[src/rtl/aes_block_serializer.sv]
// Purpose: unload one 128-bit AES block as 16 bytes, most significant byte first.
// Latency: first byte valid the cycle after the input handshake; one idle cycle between blocks (17-cycle minimum period).
// Backpressure: out_ready low holds out_byte/out_last/idx stable indefinitely; in_ready is low for the whole block.
module aes_block_serializer #(
  parameter int NBYTES = 16,
  parameter int BYTE_W = 8
) (
  input  logic                     clk,
  input  logic                     rst,
  input  logic [BYTE_W*NBYTES-1:0] in_block,
  input  logic                     in_valid,
  output logic                     in_ready,
  output logic [BYTE_W-1:0]        out_byte,
  output logic                     out_valid,
  input  logic                     out_ready,
  output logic                     out_last,
  output logic                     busy
);

  localparam int BLK_W = BYTE_W * NBYTES;
  localparam int IDX_W = (NBYTES > 1) ? $clog2(NBYTES) : 1;
  localparam logic [IDX_W-1:0] LAST_IDX = IDX_W'(NBYTES - 1);

  localparam logic [0:0] IDLE = 1'b0;
  localparam logic [0:0] SEND = 1'b1;

  logic [0:0]       state;
  logic [IDX_W-1:0] idx;
  logic [BLK_W-1:0] buffer;
  logic [BLK_W-1:0] shifted;

  // Capture a block in IDLE, then step the byte index on every accepted byte until the last one.
  always_ff @(posedge clk or posedge rst) begin
    if (rst) begin
      state  <= IDLE;
      idx    <= '0;
      buffer <= '0;
    end else begin
      case (state)
        IDLE: begin
          if (in_valid) begin
            buffer <= in_block;
            idx    <= '0;
            state  <= SEND;
          end
        end
        SEND: begin
          if (out_ready) begin
            if (idx == LAST_IDX) begin
              idx   <= '0;
              state <= IDLE;
            end else begin
              idx <= idx + 1'b1;
            end
          end
        end
        default: begin
          state <= IDLE;
          idx   <= '0;
        end
      endcase
    end
  end

  // Select the current byte from the held buffer; zero while idle so the bus is quiet between blocks.
  always_comb begin
    shifted  = buffer << (BYTE_W * idx);
    out_byte = (state == SEND) ? shifted[BLK_W-1 -: BYTE_W] : '0;
  end

  // Handshake and status flags decode purely from registered state.
  always_comb begin
    in_ready  = (state == IDLE);
    busy      = (state == SEND);
    out_valid = (state == SEND);
    out_last  = (state == SEND) && (idx == LAST_IDX);
  end

endmodule
[config.mk]
export PLATFORM = sky130hd
export DESIGN_NAME = aes_block_serializer
export DESIGN_NICKNAME = d
export VERILOG_FILES = /design/src/rtl/aes_block_serializer.sv
export SDC_FILE = /design/constraint.sdc
export NUM_CORES = 1
export LEC_CHECK = 0
export ABC_AREA = 1
export CAP_MARGIN = 30
export CORE_ASPECT_RATIO = 0.75
export CORE_MARGIN = 3
export CORE_UTILIZATION = 30
export DETAILED_ROUTE_END_ITERATION = 16
export PLACE_DENSITY_LB_ADDON = 0.2
export SYNTH_ARGS = -nofsm -noshare
export SYNTH_HDL_FRONTEND = slang
export SYNTH_SLANG_ARGS = --single-unit
[constraint.sdc]
create_clock -name clk -period 6.6 [get_ports clk]
set_input_delay 0.99 -clock clk [delete_from_list [all_inputs] [get_ports clk]]
set_output_delay 0.99 -clock clk [all_outputs]
set_load 0.005 [all_outputs]
==> results.py, run 1 <==
metrics = {
    "logic_synthesis": {
        "synth.area.top_cells": "dfrtp_1 51%, nand2_1 18%, o21ai_0 8.2%, nand3_1 7.0%, inv_1 6.4%",
        "synth.top_cell.area_share": 0.514,
        "synth_seq_area_share": 0.514,
        "yosys.area.top_type": "dfrtp_1",
        "ys_ff_latch": 133,
        "ys_async_sr_fraction": 1.00,
        "yosys-top-cells-count": "308 x nand2_1, 133 x dfrtp_1, 110 x inv_1",
        "syn-num-nets": 1000,
        "synth_area_um2": 6480,
        "synthFlopType": "dfrtp_1",
        "ys.warnings.count": 0,
        "syn_inst": 867,
        "ys_types": 19,
        "synth-edff-count": 0,
        "yosysMostFrequentCell": "nand2_1",
        "syn_area_per_cell_um2": 7.47,
    },
    "placed_design": {
        "dp.cells": 1242,
        "gp_congestion": 0.786,
        "dp_hpwl_um": 14200,
        "port_buffers": 143,
        "pre_cts_ws_ns": 2.89,
    },
    "timing": {
        "worst_pin_slew_ns": 0.776,
        "period_share": 0.635,
        "hold_viol": 0,
        "setup_ws_ns": 2.41,
        "skew_ns": 0.0108,
        "max_slew_margin": 0.483,
        "setup_tns_ns": 0,
        "rsz0062_at_grt": "false",
        "finalCriticalPeriod_ns": 4.19,
        "max_clock_freq_ghz": 0.239,
        "setup_viol": 0,
        "slew_violations": 0,
    },
    "floorplanning": {
        "die_h_um": 133,
        "initial_core_util": 0.313,
        "die_w_um": 176,
        "ios": 144,
        "dieArea_um2": 23400,
        "core_area_um2": 20700,
        "num_rows": 45,
    },
    "drt": {
        "drt_wl_total_um": 19600,
        "drt-initial-drc-count": 555,
        "drt-wirelength-per-cell_um": 15.4,
        "dr.pass1.iters": 5,
        "ant_nets": 0,
        "vias": 5690,
        "drcViolationCount": 0,
        "viasPerCell": 4.47,
    },
    "worst_setup_path": {
        "crit_type": "flop to output port",
        "slowest_stage": "dfrtp_2",
        "path_delay_family": "buffers and inverters",
        "r2r_cells": 6,
        "path_max_fanout": 49,
        "cp-start-kind": "flop",
        "cp_cell_sequence": "inv_2 -> nand2_1 -> nand3_1 -> nand3_1 -> nand3_1 -> a21oi_1 -> clkdlybuf4s50_1",
        "cp.arrival_ns": 3.20,
        "r2r_slack_ns": 3.91,
        "crit-reg2reg-capture": "buffer[58]",
        "cpMostUsedCell": "nand3_1",
        "critical_path.startpoint": "idx[0]",
        "endpoint": "out_byte[5]",
        "rr_startpoint": "busy",
        "end_kind": "output port",
        "critPathMaxStageDelay_ns": 0.87,
        "critPathBufInv": 2,
        "cp.required_ns": 5.61,
        "cp.depth": 7,
    },
    "global_route": {
        "antenna_found_initial": 0,
        "grt_overflow_total": 0,
        "grt_pass1_vias": 5490,
        "gr-usage-all-layers": 0.173,
        "grt_first_pass_wirelength_um": 31300,
        "grt_start_max_net_pins": 112,
    },
    "clocking": {
        "ctsResizeCount": 0,
        "cts_setup_buffers": 0,
        "cts_inserted_buffers": 17,
        "cts.path.max_buffers": 2,
        "cts_tree": "built",
        "htreeDepth": 4,
        "clock-sinks": 133,
        "clk_pin_slew_ns": 0.06,
        "clock_latency_ns": 0.43,
        "cts-root-buf": "clkbuf_16",
        "hold_buffers": 0,
    },
    "power": {
        "vdd.ir_drop.worst_mv": 0.158,
        "p_per_area_nw_per_um2": 450,
        "leakage_nw": 4.02,
    },
    "worst_hold_path": {
        "hp-class": "flop to flop",
        "holdCritStartpoint": "buffer[40]",
    },
    "finish": {
        "syn2layout_area_growth_pct": 32.6,
        "final_layout_size_suffix_gt1_frac": 0.0413,
        "final_util": 0.415,
        "final_cells": 1274,
        "multi_input_area_um2": 2410,
        "finalNetCount": 1112,
        "fillers": 2230,
        "n_antenna_cell": 0,
        "seqCellArea_um2": 3330,
    },
    "run_status": {
        "status": "finished clean",
    },
    "flow_run": {
        "maxCapViolCount": 0,
    },
}
report_power, final:
part	internal (W)	switching (W)
sequential	0.00122	0.000200
combinational	0.000594	0.000913
clock	0.000593	0.000351
total	0.00241	0.00146
layout by cell type, fill, tap and decap left out, types with 2 or more instances in the layout:
cell type	count
o21ai_1	8
bufinv_16	2
a21oi_1	10
buf_4	5
inv_1	109
clkbuf_16	17
clkinvlp_4	3
inv_2	3
inv_6	2
nor2_1	39
nand3_1	90
clkbuf_8	4
dfrtp_1	132
clkbuf_1	3
o21ai_0	106
clkdlybuf4s50_1	143
clkinv_2	3
nand2_1	308
sequential cells by signal, summed over array words and instances (netlist names):
register and cells:
buffer 128, busy 1, idx 4
cell families (layout without fill, tap and decap cells):
family / count (synthesis) / in the layout / share of synthesized area
AO/OA/AOI/OAI: 126 / 126 / 0.0981
flip-flops: 133 / 133 / 0.514
AND/OR/NAND/NOR: 438 / 438 / 0.272
buffers and inverters: 169 / 294 / 0.114
adder cells (fa/ha/maj): 1 / 1 / 0.00193
per-stage QoR:
stage                     total power, W  cell area (µm²)  hold WS [ns]
after floorplan                  0.00239             6480         0.449
after global placement           0.00293             8000         0.468
after detailed placement         0.00294             8000         0.467
after CTS                        0.00390             8590         0.482
after global routing             0.00418             8590         0.502
final                            0.00387             8590         0.477
cell type report:
class | instances | area share
inverter | 114 | 0.0510
clock inverter | 8 | 0.0114
tap | 282 | 0.0411
clock buffer | 24 | 0.0572
multi-input combinational | 565 | 0.281
sequential | 133 | 0.388
timing repair buffer | 148 | 0.171
metal layers:
layer,global-route usage,up-vias,wire (µm)
li1,-,2902,-
met1,0.276,2586,10500
met2,0.221,183,7570
met3,0.0470,19,1350
met4,0.0501,0,227
met5,0,-,0
worst min-delay path by stage:
stage | cells after the start | slack (ns) | to
2_1_floorplan | 2 | 0.45 | buffer[34]
3_3_place_gp | 2 | 0.47 | buffer[9]
3_5_place_dp | 2 | 0.47 | buffer[123]
4_1_cts | 2 | 0.48 | buffer[125]
5_1_grt | 2 | 0.50 | buffer[35]
6_report | 2 | 0.48 | buffer[40]
tightest hold or removal path: stages (launching register included):
cell     delay, ns
dfrtp_1       0.34
nand2_1       0.05
nand2_1       0.05
(Power assumes the default switching activity.)
==> run 2, diff against run 1 <==
Clock period 6.6 ns to 3.74 ns, I/O delays scaled along.
==> results.py, run 2 (synthesis gave the netlist of run 1 again) <==
metrics = {
    "run_status": {
        "status": "finished clean",
    },
    "finish": {
        "final_layout_size_suffix_gt1_frac": 0.0462,
        "final_cell_mix": "308 x nand2_1, 143 x clkdlybuf4s50_1, 132 x dfrtp_1",
        "largest_reg_flops": 128,
        "finalNetCount": 1116,
        "top_register": "buffer",
        "syn2layout_area_growth_pct": 34.1,
        "fillers": 2218,
        "final_util": 0.419,
        "mostFrequentLayoutCell": "nand2_1",
        "n_antenna_cell": 0,
        "final_cells": 1277,
    },
    "clocking": {
        "cts-root-buf": "clkbuf_16",
        "clock_latency_ns": 0.42,
        "cts.path.max_buffers": 2,
        "ctsResizeCount": 0,
        "clock-sinks": 133,
        "cts_setup_buffers": 0,
        "hold_buffers": 0,
        "cts_inserted_buffers": 17,
        "clk_pin_slew_ns": 0.06,
        "htreeDepth": 4,
        "cts_tree": "built",
    },
    "drt": {
        "drcViolationCount": 0,
        "drt-wirelength-per-cell_um": 15.4,
        "dr.pass1.iters": 5,
        "ant_nets": 0,
        "drt-initial-drc-count": 423,
        "drt_wl_total_um": 19600,
        "vias": 5743,
        "viasPerCell": 4.50,
    },
    "floorplanning": {
        "core_area_um2": 20700,
        "die_h_um": 133,
        "initial_core_util": 0.313,
        "die_w_um": 176,
        "ios": 144,
        "num_rows": 45,
        "dieArea_um2": 23400,
    },
    "timing": {
        "max_slew_margin": 0.483,
        "max_clock_freq_ghz": 0.302,
        "setup_tns_ns": 0,
        "finalCriticalPeriod_ns": 3.32,
        "worst_pin_slew_ns": 0.775,
        "rsz0062_at_grt": "false",
        "period_share": 0.887,
        "hold_viol": 0,
        "slew_violations": 0,
        "setup_viol": 0,
        "hold_ws_ns": 0.479,
        "skew_ns": 0.00480,
    },
    "worst_setup_path": {
        "r2r_cells": 6,
        "end_kind": "output port",
        "crit_type": "flop to output port",
        "cp.arrival_ns": 2.76,
        "path_max_fanout": 20,
        "cp.required_ns": 3.18,
        "cp-start-kind": "flop",
    },
    "placed_design": {
        "dp.cells": 1246,
        "port_buffers": 143,
        "gp_congestion": 0.852,
        "dp_hpwl_um": 14000,
    },
    "global_route": {
        "grt_overflow_total": 0,
        "gr-usage-all-layers": 0.171,
        "antenna_found_initial": 0,
        "grt_pass1_vias": 5537,
        "grt_start_max_net_pins": 91,
        "grt_first_pass_wirelength_um": 31300,
    },
    "worst_hold_path": {
        "hp-class": "flop to flop",
        "worstHoldPathCells": 2,
    },
    "flow_run": {
        "maxCapViolCount": 0,
    },
    "power": {
        "leakage_nw": 4.06,
        "vdd.ir_drop.worst_mv": 0.382,
        "p_per_area_nw_per_um2": 794,
    },
}
-- run 2: cell types whose count changed in the layout (fill, tap and decap cells not counted) --
cell | before | now
bufinv_16 | 2 | 3
clkinv_2 | 3 | 4
buf_12 | 0 | 4
inv_6 | 2 | 1
clkbuf_1 | 3 | 1
-- run 2: where the power goes --
part           switching, W  internal [W]  total (W)  leakage [nW]
Clock              0.000618       0.00111    0.00173         0.298
Sequential         0.000255       0.00215    0.00240          1.54
Combinational       0.00170       0.00107    0.00277          2.23
-- run 2: layout make-up --
type	instances	area, µm²	share of cell area
Inverter	114	437	0.0503
Timing Repair Buffer	152	1550	0.178
Tap cell	282	353	0.0406
Clock buffer	22	484	0.0557
Sequential cell	133	3330	0.383
Multi-Input combinational cell	565	2410	0.278
Clock inverter	9	125	0.0144
-- run 2: worst paths after layout --
check                      slack (ns)        from          end
min in group asynchronous        0.55         rst   buffer[56]
max                              0.42      idx[2]  out_byte[0]
min                              0.48  buffer[24]   buffer[24]
min reg2reg                      0.48  buffer[24]   buffer[24]
max reg2reg                      1.56        busy   buffer[78]
max in group asynchronous        2.24         rst    buffer[9]
-- run 2: per-layer routing --
layer / vias up / GRT usage / part of all wire
li1: 2913 / - / -
met1: 2654 / 0.279 / 0.54
met2: 163 / 0.215 / 0.39
met3: 13 / 0.0490 / 0.069
met4: 0 / 0.0409 / 0.0094
met5: - / 0 / 0
-- run 2: critical path, stage by stage, from the launching register on --
cell and delay, ns:
dfrtp_1 0.75, inv_1 0.42, nand3_1 0.21, nand3_1 0.09
a21oi_1 0.30, clkdlybuf4s50_1 0.57
-- run 2: stage by stage --
step                      area (µm²)  power, W  setup slack, ns
after global routing            8690   0.00746            0.249
after CTS                       8690   0.00696            0.434
after floorplan                 6480   0.00421             1.53
after detailed placement        8080   0.00521            0.888
final                           8690   0.00690            0.424
after global placement          8080   0.00517            0.981
